===== src/rtl/dcache_rb_pkg.sv =====
// Shared types and widths for the dcache readback streamer.
package dcache_rb_pkg;
  localparam int LANES  = 8;
  localparam int LANE_W = 32;
  localparam int PIX_W  = 8;
  localparam int LINE_W = 256;
  localparam int ADDR_W = 28;

  typedef enum logic [1:0] {
    IDLE,
    REQ,
    WAIT_SPACE,
    DONE
  } rb_state_t;
endpackage


===== src/rtl/readback_line_fifo.sv =====
// Two-entry line buffer between cache reads and the pixel drain.
module readback_line_fifo
  import dcache_rb_pkg::*;
(
  input  logic              clk,
  input  logic              rst,
  input  logic              push,
  input  logic              pop,
  input  logic [LINE_W-1:0] din,
  output logic [LINE_W-1:0] dout,
  output logic              full,
  output logic              empty
);
  logic [LINE_W-1:0] mem [2];
  logic              wr_ptr;
  logic              rd_ptr;
  logic [1:0]        count;
  logic              do_push;
  logic              do_pop;

  assign full    = (count == 2'd2);
  assign empty   = (count == 2'd0);
  assign dout    = mem[rd_ptr];
  // A push into a full buffer is legal only when the head leaves the same cycle.
  assign do_push = push & (~full | pop);
  assign do_pop  = pop & ~empty;

  always_ff @(posedge clk) begin
    if (rst) begin
      wr_ptr <= 1'b0;
      rd_ptr <= 1'b0;
      count  <= 2'd0;
    end else begin
      if (do_push) begin
        mem[wr_ptr] <= din;
        wr_ptr      <= ~wr_ptr;
      end
      if (do_pop) rd_ptr <= ~rd_ptr;
      case ({do_push, do_pop})
        2'b10:   count <= count + 2'd1;
        2'b01:   count <= count - 2'd1;
        default: count <= count;
      endcase
    end
  end
endmodule


===== src/rtl/dcache_readback_streamer.sv =====
// Reads NUM_LINES cache lines and streams the low byte of each 32-bit lane as pixels.
// Optional nonzero-padding checker enabled by DCACHE_READBACK_CHECK_EN.
module dcache_readback_streamer
  import dcache_rb_pkg::*;
#(
  parameter int                NUM_LINES = 4800,
  parameter logic [ADDR_W-1:0] BASE_ADDR = 28'h0000000,
  parameter logic [ADDR_W-1:0] ADDR_STEP = 28'd8
) (
  input  logic              clk,
  input  logic              rst,
  input  logic              start,
  output logic              done,
  input  logic [LINE_W-1:0] mem_data_rd1,
  output logic [ADDR_W-1:0] mem_data_addr1,
  output logic              mem_rw_data1,
  output logic              mem_valid_data1,
  input  logic              mem_ready_data1,
  output logic [PIX_W-1:0]  pix_data,
  output logic              pix_valid,
  input  logic              pix_ready,
  output logic [15:0]       err_count
);
  rb_state_t         state;
  rb_state_t         state_nxt;
  logic [31:0]       line_idx;
  logic              gap;
  logic [2:0]        lane;
  logic [LINE_W-1:0] head;
  logic              fifo_full;
  logic              fifo_empty;
  logic              mem_fire;
  logic              pix_accept;
  logic              pop;
  logic              start_ok;
  logic              last_line;
  logic              all_fetched;
  logic              full_after_push;
  logic              final_pop;

  readback_line_fifo u_fifo (
    .clk   (clk),
    .rst   (rst),
    .push  (mem_fire),
    .pop   (pop),
    .din   (mem_data_rd1),
    .dout  (head),
    .full  (fifo_full),
    .empty (fifo_empty)
  );

  assign mem_rw_data1    = 1'b0;
  assign mem_valid_data1 = (state == REQ) & ~gap;
  assign mem_fire        = mem_valid_data1 & mem_ready_data1;
  assign pix_valid       = ~fifo_empty;
  assign pix_data        = pix_valid ? head[{lane, 5'd0} +: PIX_W] : '0;
  assign pix_accept      = pix_valid & pix_ready;
  assign pop             = pix_accept & (lane == 3'd7);
  assign start_ok        = start & ((state == IDLE) | (state == DONE));
  assign last_line       = (line_idx == 32'(NUM_LINES - 1));
  assign all_fetched     = (line_idx == 32'(NUM_LINES));
  assign full_after_push = fifo_full | (~fifo_empty & ~pop);
  // Once every line is fetched, the final pop empties the buffer for good.
  assign final_pop       = pop & ~fifo_full;
  assign done            = (state == DONE);

  always_comb begin
    state_nxt = state;
    case (state)
      IDLE: if (start) state_nxt = REQ;
      REQ: begin
        if (mem_fire) begin
          if (last_line || full_after_push) state_nxt = WAIT_SPACE;
          else                              state_nxt = REQ;
        end
      end
      WAIT_SPACE: begin
        if (all_fetched) begin
          if (final_pop) state_nxt = DONE;
        end else if (!fifo_full) begin
          state_nxt = REQ;
        end
      end
      DONE: if (start) state_nxt = REQ;
      default: state_nxt = IDLE;
    endcase
  end

  always_ff @(posedge clk) begin
    if (rst) begin
      state          <= IDLE;
      line_idx       <= '0;
      mem_data_addr1 <= BASE_ADDR;
      gap            <= 1'b0;
      lane           <= 3'd0;
    end else begin
      state <= state_nxt;
      // Hold the request low for one cycle after each capture.
      gap   <= mem_fire;
      if (start_ok) begin
        line_idx       <= '0;
        mem_data_addr1 <= BASE_ADDR;
        gap            <= 1'b0;
      end else if (mem_fire) begin
        line_idx       <= line_idx + 32'd1;
        mem_data_addr1 <= mem_data_addr1 + ADDR_STEP;
      end
      if (pix_accept) lane <= lane + 3'd1;
    end
  end

`ifdef DCACHE_READBACK_CHECK_EN
  logic [15:0] err_q;
  always_ff @(posedge clk) begin
    if (rst || start_ok) begin
      err_q <= '0;
    end else if (pix_accept && (head[{lane, 5'd8} +: (LANE_W - PIX_W)] != '0)
                 && (err_q != 16'hFFFF)) begin
      err_q <= err_q + 16'd1;
    end
  end
  assign err_count = err_q;
`else
  assign err_count = '0;
`endif
endmodule


===== config.mk =====
export PLATFORM = sky130hd
export DESIGN_NAME = dcache_readback_streamer
export DESIGN_NICKNAME = d
export VERILOG_FILES = /design/src/rtl/dcache_rb_pkg.sv /design/src/rtl/readback_line_fifo.sv /design/src/rtl/dcache_readback_streamer.sv
export SDC_FILE = /design/constraint.sdc
export NUM_CORES = 1
export LEC_CHECK = 0
export CAP_MARGIN = 20
export CORE_MARGIN = 2
export CORE_UTILIZATION = 45
export DETAILED_ROUTE_END_ITERATION = 8
export PLACE_DENSITY = 0.87
export RECOVER_POWER = 50
export SLEW_MARGIN = 40
export SYNTH_ARGS = -nofsm -noshare
export SYNTH_HDL_FRONTEND = slang
export SYNTH_SLANG_ARGS = --single-unit

===== constraint.sdc =====
create_clock -name clk -period 15.49 [get_ports clk]
set_input_delay 3.098 -clock clk [delete_from_list [all_inputs] [get_ports clk]]
set_output_delay 3.098 -clock clk [all_outputs]
set_load 0.005 [all_outputs]

==> metrics.cfg, run 1 <==
[clocking]
ctsHoldBuffers=0
clock_latency_ps=440
cts_buffer_depth=2
cts_tree=done
htreeDepth=4
clock-root-buffer=clkbuf_16
cts.sinks=196
post_cts_resized=0
cts_setup_buffers=0
clkTransAtPathRegs_ps=70
cts_made_buffers=17

[timing]
fmax_ghz=0.163
fin_skew_ps=8.97
finalCritPeriodShare_pct=39.6
report.final.hold_viol_count=0
setup_viol=0
min_period_ps=6140
fin_ws_ps=9350
rsz0062_at_grt=no
final_max_slew_viol_count=0
maxSlewHeadroom_pct=24.1
totalNegativeSetupSlack_ps=0
tightestPinTransition_ps=1140

[worst_setup_path]
worstPathCellList=buf_4 -> mux4_2 -> mux4_2 -> and2_1 -> clkdlybuf4s50_1
path_max_fanout=32
crit_buf_inv=2
cp_top_family=multiplexers
cpPeakStageDelay_ps=620
cp_data_arrival_time_ps=3040
slowest_stage=mux4_2
critPathMostFrequentCell=mux4_2
path_class=reg -> out
worstSetupStartpointType=register
critPathRequiredTime_ps=12390
endpoint_kind=primary output

[grt]
grt_start_max_net_pins=65
antenna_found_initial=9
grt_pass1_vias=5260
grt_use_total_pct=17.1
grt_overflow=0
grt_first_pass_wirelength_um=26400

[cells_and_area]
stdcell_count=965
post_route_cells_drive_above_1_share_pct=11.6
multi_input_area_um2=3010
fin_util_pct=55.2
final_nets=982
nFillCells=1455
register_area_um2=5210
synthToLayoutAreaGrowth_pct=21.1

[run_status]
status=completed

[synth]
synth_xor_xnor_area_share_pct=2.48
ys.flop_type=edfxtp_1
synth_mux_area_share_pct=12.2
synthArstFlopShare_pct=0
synthCells=615
synth_fa_ha_area_share_pct=1.48
postSynthAreaPerCell_um2=13.8
syn_area_um2=8470
synth-seq-area-share_pct=61.5
synth_compound_area_share_pct=4.71
yosys_warnings=0
synthSimpleGateAreaFrac_pct=13.7
synth_cell_types=52
synth_top_family_by_area=simple AND/OR/NAND/NOR gates
synth_enable_flop_cells=128
ys_ff_latch=196

[place]
place_inst=926
place.gp.congestion=0.832
pre_cts_slack_ps=9540
port_buffers=104
hpwl_um=10700

[drt]
wire_per_inst_um=17.4
drtPass1Iterations=5
postRouteAntennaNets=0
num_vias=5449
viasPerCell=5.65
drc_errors=0
wl_um=16800
drt_iter0_markers=397

[die]
pin_count=317
core_um2=18600
num_rows=50
start_util_pct=45.6
dieHeight_um=141
dieWidth_um=141
die-area_um2=19900

[power_and_ir_drop]
peakVddDrop_mv=0.107
leakage_nw=3.35
power_density_nw_per_um2=121

[worst_hold_path]
hold_path.class=reg -> reg

[job]
drv_cap=0

[placed cells by master, fill, tap and decap left out, types with 3 or more instances in the layout]
| cell type | n |
|---|---|
| edfxtp_1 | 128 |
| dlygate4sd3_1 | 92 |
| dfxtp_1 | 67 |
| mux4_2 | 40 |
| nand2_1 | 39 |
| nor2_1 | 29 |
| a21oi_1 | 27 |
| nand3_1 | 21 |
| conb_1 | 20 |
| nor4_1 | 19 |
| clkbuf_16 | 17 |
| or4_1 | 16 |
| xor2_1 | 16 |
| o31ai_1 | 15 |
| nand4_1 | 14 |
| nand2b_1 | 13 |
| mux2i_1 | 13 |
| or3_1 | 12 |
| clkdlybuf4s50_1 | 12 |
| inv_1 | 10 |
| o21ai_0 | 10 |
| and2_1 | 10 |
| ha_1 | 10 |
| diode_2 | 8 |
| xnor2_1 | 8 |
| and4_1 | 6 |
| and3_1 | 4 |
| inv_8 | 4 |
| or2_2 | 3 |
| nand4b_1 | 3 |
| clkinv_4 | 3 |
| inv_6 | 3 |
| buf_4 | 3 |
[stage by stage]
stage | instance area, um2 | hold WS, ps | power (mW)
finish | 10200 | 476 | 1.24
detailed placement | 9640 | 474 | 0.805
global placement | 9640 | 460 | 0.797
CTS | 10200 | 484 | 1.25
global route | 10200 | 511 | 1.29
floorplan | 8540 | 442 | 0.737
[sequential cells by signal, summed over array words and instances, names as in the netlist, named ones only]
name	cells
gap	1
lane	3
line_idx	32
mem_data_addr1	25
state	2
u_fifo.count	2
u_fifo.mem	128
u_fifo.rd_ptr	1
u_fifo.wr_ptr	1
[cells in the mapped netlist, types with 7 or more instances]
cell type / instances / share of area (%)
ha_1: 10 / 1.5
or4_1: 16 / 1.4
buf_1: 7 / 0.31
or3_1: 12 / 0.89
nor2_1: 29 / 1.3
o31ai_1: 15 / 1.3
nor4_1: 19 / 1.4
mux4_2: 40 / 11
buf_4: 20 / 1.8
nand4_1: 14 / 1.0
a21oi_1: 27 / 1.6
xnor2_1: 8 / 0.83
mux2i_1: 13 / 1.5
inv_1: 10 / 0.44
dfxtp_1: 68 / 16
xor2_1: 16 / 1.7
o21ai_0: 10 / 0.59
nand2_1: 39 / 1.7
clkbuf_1: 18 / 0.80
nand3_1: 21 / 1.2
nand2b_1: 13 / 0.96
and2_1: 10 / 0.74
edfxtp_1: 128 / 45
[final cells by class]
type	instances	area share (%)
Clock inverter	13	1.57
Sequential cell	196	50.8
Multi-Input combinational cell	376	29.4
Antenna cell	8	0.195
Inverter	10	0.366
Tap cell	234	2.86
Clock buffer	18	4.19
Timing Repair Buffer	110	10.6
[kinds of logic after synthesis]
group                    after synthesis
adder cells (fa/ha/maj)               10
XOR/XNOR                              24
multiplexers                          53
other                                  1
AO/OA/AOI/OAI                         64
flip-flops                           196
AND/OR/NAND/NOR                      205
buffers and inverters                 62
[path summary, 6_finish.rpt]
check                                     endpoint  slack [ps]  cells after the start          startpoint
worst max register to register    u_fifo.mem[1][3]       12620                      7             lane[0]
worst max-delay path                   pix_data[6]        9350                      5            register
worst min register to register  mem_data_addr1[27]         480                      2  mem_data_addr1[27]
worst min-delay path            mem_data_addr1[27]         480                      2  mem_data_addr1[27]
[routing by layer]
metal  global-route usage, %  routed length (um)  up-vias
met4                    5.63                 219        2
met1                    20.5                6870     2669
met3                    7.74                1370       29
met5                       0                  16        -
li1                        -                   -     2552
met2                    27.7                8300      197
[report_power, final]
group          internal (mW)  switching [mW]
Sequential             0.593          0.0149
Clock                  0.243           0.202
Combinational         0.0832          0.0997
Total                  0.919           0.317
[worst min-delay path: cells and delay by family (launching register included)]
| family | cells | cell delay (ps) |
|---|---|---|
| AO/OA/AOI/OAI | 2 | 110 |
| flip-flops | 1 | 320 |
Power figures use the tool's default switching activity.
==> inputs of run 2 (changes only) <==
--- a/config.mk
+++ b/config.mk
@@ -7,9 +7,9 @@
 export LEC_CHECK = 0
 export CAP_MARGIN = 20
 export CORE_MARGIN = 2
-export CORE_UTILIZATION = 45
+export CORE_UTILIZATION = 40
 export DETAILED_ROUTE_END_ITERATION = 8
-export PLACE_DENSITY = 0.87
+export PLACE_DENSITY = 0.82
 export RECOVER_POWER = 50
 export SLEW_MARGIN = 40
 export SYNTH_ARGS = -nofsm -noshare
==> constraint.sdc (replaced) <==
create_clock -name clk -period 5.47 [get_ports clk]
set_input_delay 1.094 -clock clk [delete_from_list [all_inputs] [get_ports clk]]
set_output_delay 1.094 -clock clk [all_outputs]
set_load 0.005 [all_outputs]
==> run 2 against run 1 <==
Compared with the run above: clock power rose to 2.9 times the previous value; total power rose to 2.9 times the previous value; global-route usage fell by 1.4 points; critical path type unchanged; critical endpoint is now pix_data[2]; largest cell class unchanged.
==> metrics.cfg, run 2 (same netlist as run 1, synthesis figures left out) <==
[worst_hold_path]
hold_path.class=reg -> reg

[grt]
grt_pass1_vias=5321
grt_start_max_net_pins=65
antenna_found_initial=9
grt_first_pass_wirelength_um=27100
grt_overflow=0
grt_use_total_pct=15.7

[cells_and_area]
top_register=u_fifo.mem
final_cell_mix=edfxtp_1 (128), dlygate4sd3_1 (93), dfxtp_1 (67)
fin_area_um2=10400
top_regs=u_fifo.mem x128, line_idx x32, mem_data_addr1 x25
mostFrequentLayoutCell=edfxtp_1
final_nets=984
largest_reg_flops=128
synthToLayoutAreaGrowth_pct=22.3
fin_util_pct=49.6
post_route_cells_drive_above_1_share_pct=12.1
nFillCells=1758

[timing]
whs_ps=476
maxSlewHeadroom_pct=22.6
setup_viol=0
tightestPinTransition_ps=1160
report.final.hold_viol_count=0
fmax_ghz=0.234
totalNegativeSetupSlack_ps=0
final_max_slew_viol_count=0
rsz0062_at_grt=no
finalCritPeriodShare_pct=78.1
fin_skew_ps=11.3
min_period_ps=4270

[clocking]
cts_buffer_depth=2
clock-root-buffer=clkbuf_16
ctsHoldBuffers=0
clkTransAtPathRegs_ps=70
cts_made_buffers=17
cts.sinks=196
htreeDepth=4
clock_latency_ps=430
post_cts_resized=0
cts_tree=done
cts_setup_buffers=0

[worst_setup_path]
path_max_fanout=19
cp_data_arrival_time_ps=3180
worstPathCellList=buf_4 -> mux4_2 -> mux4_2 -> and2_1 -> clkdlybuf4s50_1
slowest_stage=dfxtp_2
path_class=reg -> out
critPathMostFrequentCell=mux4_2
endpoint_kind=primary output
critPathRequiredTime_ps=4380
worstSetupStartpointType=register
cpPeakStageDelay_ps=750
r2r_slack_ps=2470

[power_and_ir_drop]
peakVddDrop_mv=0.252
power_density_nw_per_um2=342
leakage_nw=3.38
p_total_mw=3.54

[run_status]
status=completed

[drt]
viasPerCell=5.37
wl_um=16800
postRouteAntennaNets=0
num_vias=5406
drtPass1Iterations=4
wire_per_inst_um=16.7
drc_errors=0
drt_iter0_markers=381

[die]
die-area_um2=22300
num_rows=53
pin_count=317
dieHeight_um=149
dieWidth_um=149
core_um2=20900
start_util_pct=40.5

[place]
hpwl_um=11100
place.gp.congestion=0.811
place_area_um2=9710
port_buffers=104

[job]
drv_cap=0

run 2: per-layer routing:
layer | track usage, % | wire length, um | part of all wire (%)
met1 | 19.7 | 7040 | 42
met2 | 25.8 | 8220 | 49
met4 | 3.81 | 148 | 0.88
met3 | 5.95 | 1310 | 7.8
met5 | 0 | 51 | 0.30
run 2: path summary, 6_finish.rpt:
kind / start / cells past startpoint / to
worst max-delay path: register / 5 / pix_data[2]
worst min-delay path: line_idx[31] / 2 / line_idx[31]
worst max register to register: lane[0] / 8 / u_fifo.count[1]
worst min register to register: line_idx[31] / 2 / line_idx[31]
run 2: critical path, delay by kind of cell, from the launching register on:
family                 cells  cell delay, ps
DFF                        1             750
and+or+nand+nor            1             180
buffers and inverters      2             790
muxes                      2            1010
run 2: layout make-up:
| type | instances | area [um2] | area share (%) |
|---|---|---|---|
| multi-input cells | 376 | 3030 | 29.2 |
| well taps | 275 | 344 | 3.32 |
| diodes | 5 | 12.5 | 0.121 |
| flip-flops and latches | 196 | 5210 | 50.3 |
| clock inverters | 15 | 203 | 1.96 |
| repair buffers | 112 | 1100 | 10.6 |
| clock buffers | 17 | 425 | 4.11 |
| inverters | 10 | 37.5 | 0.362 |
run 2: power breakdown:
group          internal, mW  switching, mW  total (mW)
Clock                 0.702          0.597        1.30
Sequential             1.68         0.0412        1.72
Combinational         0.238          0.282       0.520
Total                  2.62          0.920        3.54
run 2: per-stage QoR:
step	instances	setup slack (ps)
after floorplan	634	914
after global placement	969	1590
after detailed placement	969	1590
after CTS	1001	1090
after global routing	1004	994
final	1006	1200
==> inputs of run 3 (changes only) <==
==> constraint.sdc (replaced) <==
create_clock -name clk -period 3.51 [get_ports clk]
set_input_delay 0.702 -clock clk [delete_from_list [all_inputs] [get_ports clk]]
set_output_delay 0.702 -clock clk [all_outputs]
set_load 0.005 [all_outputs]
==> run 3 against run 2 <==
Compared with the run above: worst hold slack improved by 7.9 ps; wire length up 1.9%; global-route usage rose by 0.17 points; total power is 56% higher; via count grew 1.3%; worst setup slack got worse by 1100 ps; die area unchanged; largest power group unchanged.
==> metrics.cfg, run 3 (same netlist as run 1, synthesis figures left out) <==
[clocking]
htreeDepth=4
clkTransAtPathRegs_ps=70
cts_tree=done
cts_buffer_depth=2
clock_latency_ps=440
cts_made_buffers=17
clock-root-buffer=clkbuf_16
cts.sinks=196
ctsHoldBuffers=0

[worst_setup_path]
slowest_stage=mux4_2
endpoint_kind=primary output
path_max_fanout=13
critPathRequiredTime_ps=2810
path_class=reg -> out
worstPathCellList=buf_12 -> mux4_2 -> mux4_2 -> and2_1 -> clkdlybuf4s50_1
critPathMostFrequentCell=mux4_2
cpPeakStageDelay_ps=530
cp_data_arrival_time_ps=2720
worstSetupStartpointType=register

[grt]
antenna_found_initial=14
grt_overflow=0
grt_pass1_vias=5440
grt_first_pass_wirelength_um=27400
grt_start_max_net_pins=47
grt_use_total_pct=15.8

[timing]
report.final.hold_viol_count=0
setup_viol=0
fin_skew_ps=16.8
finalCritPeriodShare_pct=97.5
tightestPinTransition_ps=857
fmax_ghz=0.292
maxSlewHeadroom_pct=42.3
final_max_slew_viol_count=0
min_period_ps=3420

[drt]
drc_errors=0
wire_per_inst_um=16.6
wl_met3_um=1430
route.met2.wl_um=8440
postRouteAntennaNets=0
num_vias=5476
top_layer_used=met5
viasPerCell=5.33
wl_um=17100
wl_met1_um=6960
drtPass1Iterations=5
drt_iter0_markers=361

[place]
hpwl_um=11400
place.gp.congestion=0.786
port_buffers=104

[cells_and_area]
register_area_um2=5210
top_regs=u_fifo.mem x128, line_idx x32, mem_data_addr1 x25
final_nets=1002
largest_reg_flops=128
nFillCells=1780
post_route_cells_drive_above_1_share_pct=14.2
synthToLayoutAreaGrowth_pct=25.0
fin_util_pct=50.7
final_cell_mix=edfxtp_1 (128), dlygate4sd3_1 (90), dfxtp_1 (66)
multi_input_area_um2=3030
top_register=u_fifo.mem
mostFrequentLayoutCell=edfxtp_1

[power_and_ir_drop]
peakVddDrop_mv=0.345
leakage_nw=3.49
p_total_mw=5.53
power_density_nw_per_um2=523

[die]
pin_count=317
dieHeight_um=149
num_rows=53
die-area_um2=22300
dieWidth_um=149
core_um2=20900
start_util_pct=40.5

[worst_hold_path]
hold_path.class=reg -> reg

[job]
drv_cap=0

[run_status]
status=completed

-- run 3: cell types whose count changed in the layout (fill, tap and decap cells not counted), sizes merged, moves of 3 or more --
cell / previous run / this run
diode: 5 / 8
buf: 6 / 23
clkdlybuf4s50: 11 / 14
dlygate4sd3: 93 / 90
-- run 3: stage by stage --
step | hold slack (ps) | cells | area (um2) | setup slack [ps] | setup TNS (ps)
floorplan | 442 | 634 | 8560 | 143 | 0
global placement | 467 | 983 | 9920 | 425 | 0
detailed placement | 477 | 983 | 9920 | 421 | 0
CTS | 488 | 1015 | 10500 | 12.1 | 0
global route | 506 | 1024 | 10600 | -0.413 | -0.413
finish | 484 | 1027 | 10600 | 87.7 | 0
-- run 3: metal layers --
metal,global-route usage (%),up-vias
li1,-,2586
met1,18.8,2664
met2,26.6,187
met3,6.71,27
met4,4.14,12
met5,0,-
-- run 3: area by class of cell --
cell class,instances,share of cell area [%]
clock inverter,15,1.83
multi-input combinational,376,28.6
clock buffer,17,4.02
inverter,10,0.355
tap,275,3.25
timing repair buffer,130,12.5
antenna,8,0.189
sequential,196,49.2
-- run 3: power by group --
part,internal (mW),switching (mW),total [mW]
clock network,1.04,0.970,2.01
registers,2.61,0.0697,2.68
logic,0.403,0.441,0.844
-- run 3: worst max-delay path: cells and delay by family, from the launching register on --
kind | cells | cell delay, ps
buffers and inverters | 2 | 650
flip-flops | 1 | 450
multiplexers | 2 | 1010
AND/OR/NAND/NOR | 1 | 180
-- run 3: worst paths after layout --
check                           cells past startpoint                from  slack [ps]                  to
worst min-delay path                                2  mem_data_addr1[27]         480  mem_data_addr1[27]
worst max-delay path                                5            register          90         pix_data[3]
worst max register to register                      7             lane[1]         390   u_fifo.mem[1][98]
worst min register to register                      2  mem_data_addr1[27]         480  mem_data_addr1[27]
-- run 3: repair_timing --
action,in CTS,in global routing
gates resized for setup,1,1
pin swaps,0,0
buffers inserted,0,4
endpoints found under the setup margin,8,4
==> patch 1 (settings of run 2) <==
Add a define of `DCACHE_READBACK_CHECK_EN`.
--- a/src/rtl/dcache_readback_streamer.sv
+++ b/src/rtl/dcache_readback_streamer.sv
@@ -1,5 +1,7 @@
 // Reads NUM_LINES cache lines and streams the low byte of each 32-bit lane as pixels.
 // Optional nonzero-padding checker enabled by DCACHE_READBACK_CHECK_EN.
+`define DCACHE_READBACK_CHECK_EN
+
 module dcache_readback_streamer
   import dcache_rb_pkg::*;
 #(
Check against the original RTL: not equivalent (a bounded check fails within 4 cycles, from zero or initial values and one cycle with rst high).
==> patch 1 against run 2 <==
- the flow now finishes with violations (capacitance limit, slew limit)
- area after synthesis grew to 2.5 times the old value
- total power grew to 2.8 times the old value
- critical path depth stayed put
- clock power grew to 3.2 times the old value
- wire length grew to 2.9 times the old value
- worst hold slack better by 20 ps
- sequential cell count is 400 higher
- via count is 130% higher
- worst setup slack worse by 210 ps
- synthesized cell count is 100% higher
- cell area grew to 2.7 times the old value
- fmax is 4.7% lower
- critical path type unchanged
- critical endpoint is now pix_data[7]
- highest routed layer unchanged
==> patch 1: results (changes against run 2) <==
- Status: finished, violations left
- Failing checks: capacitance limit, slew limit
- Avg Inst Size Synth: 17.46 um2 (+27%)
- Overall routing resource usage: 17.27% (+1.6 points)
- Commonest cells in the netlist: edfxtp_1, nor2_1, dfxtp_1, nor4_1, nand2_1
- Clock latency on the worst-skew pair: 600 ps (+170 ps)
- Initial DRC count: 1008 (+160%)
- Largest net degree at the start of global routing: 100 (+54%)
- DR vias/cell: 5.172 (-3.8%)
- HPWL Detailed: 33320 um (+200%)
- CTS Buffer Depth: 3 (+1)
- Leakage: 8.844 nW (+160%)
- Port Buffers: 312 (+200%)
- Largest regs: u_fifo.mem: 512 flops, line_idx: 32 flops, mem_data_addr1: 25 flops
- First-pass GRT wire length: 73000 um (+170%)
- Max cap viols: 1 (+1)
- CP max FO: 28 (+9)
- Final wirelength: 48820 um (+190%)
- Top cells by area, synth: edfxtp_1, dfxtp_1, mux4_2
- Final non-filler cell total: 2366 (+140%)
- Drt pass-1 iters: 5 (+1)
- Slew margin rel.: -37.81% (-60 points)
- Critical path's largest stage delay: 820 ps (+70 ps)
- Synth unique cells: 58 (+12%)
- R2r endpoint: err_count[13]
- Worst reg2reg path depth: 7 (-1)
- Arrival @ worst endpoint: 3390 ps (+210 ps)
- Slew Limit Fails: 66 (+66)
- Total CTS buffers: 60 (+43)
patch 1: cell count changes in the layout (fill, tap and decap cells not counted), moves of 32 or more:
| cell | run 2 | this run |
|---|---|---|
| nor2_1 | 29 | 91 |
| nor3_1 | 2 | 34 |
| dlygate4sd3_1 | 93 | 286 |
| edfxtp_1 | 128 | 512 |
| nor4_1 | 19 | 65 |
| clkbuf_16 | 17 | 61 |
patch 1: stage by stage:
step	setup WS, ps	hold WS [ps]	TNS [ps]	total power [mW]	area [um2]
after global routing	859.9	519.2	0	10.38	27670
after detailed placement	1614	488.3	0	6.001	25610
after global placement	1670	474.5	0	5.963	25590
final	987.0	495.6	0	10.02	27700
after floorplan	-3000	457.9	-1427880	5.651	21620
after CTS	921.8	495.5	0	10.16	27630
patch 1: worst reg2reg max path: stages, from the launching register on:
cell	delay, ps
dfxtp_4	830
buf_4	390
buf_4	350
mux4_2	550
o2111ai_1	480
o21bai_2	350
or4_1	560
a21oi_1	160
patch 1: area by class of cell:
| cell class | count | area (um2) | share of cell area (%) |
|---|---|---|---|
| inverter | 10 | 37.54 | 0.1355 |
| multi-input combinational | 597 | 4332 | 15.64 |
| tap | 696 | 870.8 | 3.144 |
| timing repair buffer | 327 | 3309 | 11.95 |
| clock buffer | 68 | 1553 | 5.605 |
| sequential | 596 | 17060 | 61.59 |
| antenna | 26 | 65.06 | 0.2349 |
| clock inverter | 46 | 473.0 | 1.707 |
patch 1: how the worst min path moves through the flow:
stage	startpoint	to	slack, ps	depth (start not counted)
after floorplan	line_idx[0]	line_idx[0]	460	2
after global placement	err_count[1]	err_count[1]	470	2
final	err_count[1]	err_count[1]	500	2
after detailed placement	err_count[1]	err_count[1]	490	2
after CTS	line_idx[0]	line_idx[0]	500	2
after global routing	mem_data_addr1[4]	mem_data_addr1[4]	520	2
patch 1: cell families after synthesis:
family          synth area share, %
flops                         79.10
simple gates                  10.27
compound gates                2.112
xor+xnor                      2.071
mux                           4.746
buf+inv                       1.044
fa+ha+maj                    0.6383
other cells                 0.01739
patch 1: power breakdown:
group,total [mW],leakage [nW],switching [mW],internal (mW)
Clock,4.15,0.979,1.69,2.47
Combinational,0.638,2.56,0.352,0.286
Sequential,5.23,5.31,0.0728,5.15
Total,10.0,8.84,2.11,7.91
patch 1: metal layers:
metal	track usage [%]	routed length (um)
met2	29.01	24040
met4	4.814	1074
met1	21.24	19430
met3	5.980	4071
met5	0	201
==> patch 2 (flow settings as in run 2) <==
Made on the original files. The 4 states of `rb_state_t` get a one-hot encoding in 4 bits.
--- a/src/rtl/dcache_rb_pkg.sv
+++ b/src/rtl/dcache_rb_pkg.sv
@@ -6,11 +6,11 @@
   localparam int LINE_W = 256;
   localparam int ADDR_W = 28;
 
-  typedef enum logic [1:0] {
-    IDLE,
-    REQ,
-    WAIT_SPACE,
-    DONE
+  typedef enum logic [3:0] {
+    IDLE       = 4'b0001,
+    REQ        = 4'b0010,
+    WAIT_SPACE = 4'b0100,
+    DONE       = 4'b1000
   } rb_state_t;
 endpackage
 
Behaviour: same outputs for any inputs over 4 cycles, from zero or initial values and one cycle with rst high; so few cycles prove little.
==> patch 2 against run 2 <==
- wire length decreased by 3.6%
- worst setup slack improved by 150 ps
- sequential share of layout area increased by 0.51 points
- sequential cell count increased by 2
- die area decreased by 0.92%
- synthesized cell count decreased by 1.5%
- area after synthesis decreased by 0.95%
- core utilization increased by 1.1 points
- first-iteration DRC count decreased by 18%
- cell area about the same
- critical path type unchanged
- critical endpoint is now pix_data[6]
- highest routed layer is now met4
Power is not compared: it rests on default switching activity, and its combinational part moved more than twofold at a synthesized area within 25%.
==> patch 2: results (changes against run 2) <==
- Status: complete, no violations
- First-pass GRT wire length: 26100 um (-3.7%)
- Commonest cells in the netlist: edfxtp_1, dfxtp_1, nor2_1, mux4_2, xor2_1
- H-Tree Depth: 4 (unchanged)
- Cells after Synth: 606 (-1.5%)
- Total CTS buffers: 17 (unchanged)
- Share of the yosys chip area belonging to registers: 62.55% (+1.1 points)
- Top cells by area, synth: edfxtp_1, dfxtp_1, mux4_2
- Drt pass-1 iters: 4 (unchanged)
- Maximum VDD drop: 0.0002136 V
- Via Count: 5078 (-6.1%)
- Hold depth: 2 (unchanged)
- HPWL Detailed: 10740 um (-3.6%)
- Initial antenna violation count: 2 (-7)
- Post-CTS Repair Setup Buffers: 0 (unchanged)
- Overall routing resource usage: 15.35% (-0.33 points)
- Port Buffers: 104 (unchanged)
- Worst Max-Slew Pin Slew: 746.7 ps (-413.6 ps)
- Clk root buf: clkbuf_16
- Clock latency on the worst-skew pair: 450 ps (+20 ps)
- RD Place Congestion: 0.7803 (-3.7%)
- # placed instances: 959 (-1.0%)
- Post-synth ARST share: 0% (unchanged)
- Largest net degree at the start of global routing: 65 (unchanged)
- Final wirelength: 16170 um (-3.6%)
- CTS resizes: 0 (unchanged)
- Number of synthesized flops with an enable pin: 128 (unchanged)
- Final #Nets: 975 (-0.91%)
- Main synth FF type: edfxtp_1
- Clock Skews: 17.26 ps (+6.005 ps)
- Synth unique cells: 53 (+1.9%)
- Initial DRC count: 311 (-18%)
- Largest regs: u_fifo.mem: 128 flops, line_idx: 32 flops, mem_data_addr1: 25 flops
- Placed cell areas: 9674 um2 (-0.41%)
- Leakage: 3.460 nW
- Fill cell count: 1705 (-3.0%)
- CTS Buffer Depth: 2 (unchanged)
- Syn. warnings: 0 (unchanged)
- HP Class: reg2reg
- Wire per inst: 16.28 um (-2.3%)
- CP max FO: 20 (+1)
- Clk slew on worst S/H paths: 80 ps
- Share of layout cells above drive strength 1: 12.90% (+0.78 points)
- Worst reg2reg path depth: 6 (-2)
-- patch 2: cell types whose count changed after synthesis, moves of 10 or more --
| cell | change |
|---|---|
| nor3_1 | +13 |
| or4_1 | -13 |
| a21oi_1 | -20 |
| xnor2_1 | +20 |
| nor2_1 | +39 |
| nand2b_1 | -10 |
| nand2_1 | -12 |
| or3_1 | -10 |
| o31ai_1 | -13 |
| mux2i_1 | -11 |
| xor2_1 | +13 |
-- patch 2: critical path, cell delays in order, from the launching register on --
cell,delay (ps)
dfxtp_4,630
buf_4,300
mux4_2,530
mux4_2,470
and2_1,190
clkdlybuf4s50_1,450
-- patch 2: final timing paths --
| check | from | endpoint | slack (ps) |
|---|---|---|---|
| min | line_idx[1] | line_idx[1] | 490 |
| max | flop | pix_data[6] | 1350 |
| max reg2reg | state[2] | u_fifo.mem[1][162] | 2480 |
| min reg2reg | line_idx[1] | line_idx[1] | 490 |
-- patch 2: power breakdown --
part | internal [mW] | total, mW | switching (mW)
clock | 0.656 | 1.35 | 0.697
sequential | 1.61 | 1.64 | 0.0300
combinational | 0.102 | 0.223 | 0.121
-- patch 2: kinds of logic (layout without fill, tap and decap cells) --
| family | after synthesis | count (layout) | share of synthesized area (%) |
|---|---|---|---|
| compound gates | 31 | 31 | 2.477 |
| flops | 198 | 198 | 62.55 |
| xor+xnor | 57 | 57 | 5.953 |
| buf+inv | 63 | 159 | 3.999 |
| simple gates | 208 | 208 | 13.10 |
| mux | 42 | 42 | 10.98 |
| fa+ha+maj | 6 | 6 | 0.8952 |
| other cells | 1 | 22 | 0.04472 |
-- patch 2: final cells by class --
cell class / instances / area [um2] / area share (%)
diodes: 2 / 5.005 / 0.04838
clock buffers: 17 / 425.4 / 4.112
clock inverters: 15 / 234.0 / 2.262
inverters: 14 / 52.55 / 0.5080
multi-input cells: 364 / 2908 / 28.11
flip-flops and latches: 198 / 5254 / 50.79
well taps: 270 / 337.8 / 3.266
repair buffers: 113 / 1129 / 10.91
-- patch 2: routing by layer --
metal	routed length, um	vias to the layer above	global-route usage, %
met5	0	-	0
met1	7446	2482	20.26
met4	263	0	5.857
li1	-	2441	-
met3	863	16	3.823
met2	7596	139	24.68
-- patch 2: through the flow --
stage	hold slack (ps)	setup slack, ps	utilization (%)
after floorplan	466.3	617.0	-
after global placement	481.2	1549	47.18
after detailed placement	488.8	1498	47.35
after CTS	499.0	999.3	50.58
after global routing	528.3	1185	50.62
final	492.3	1345	50.64
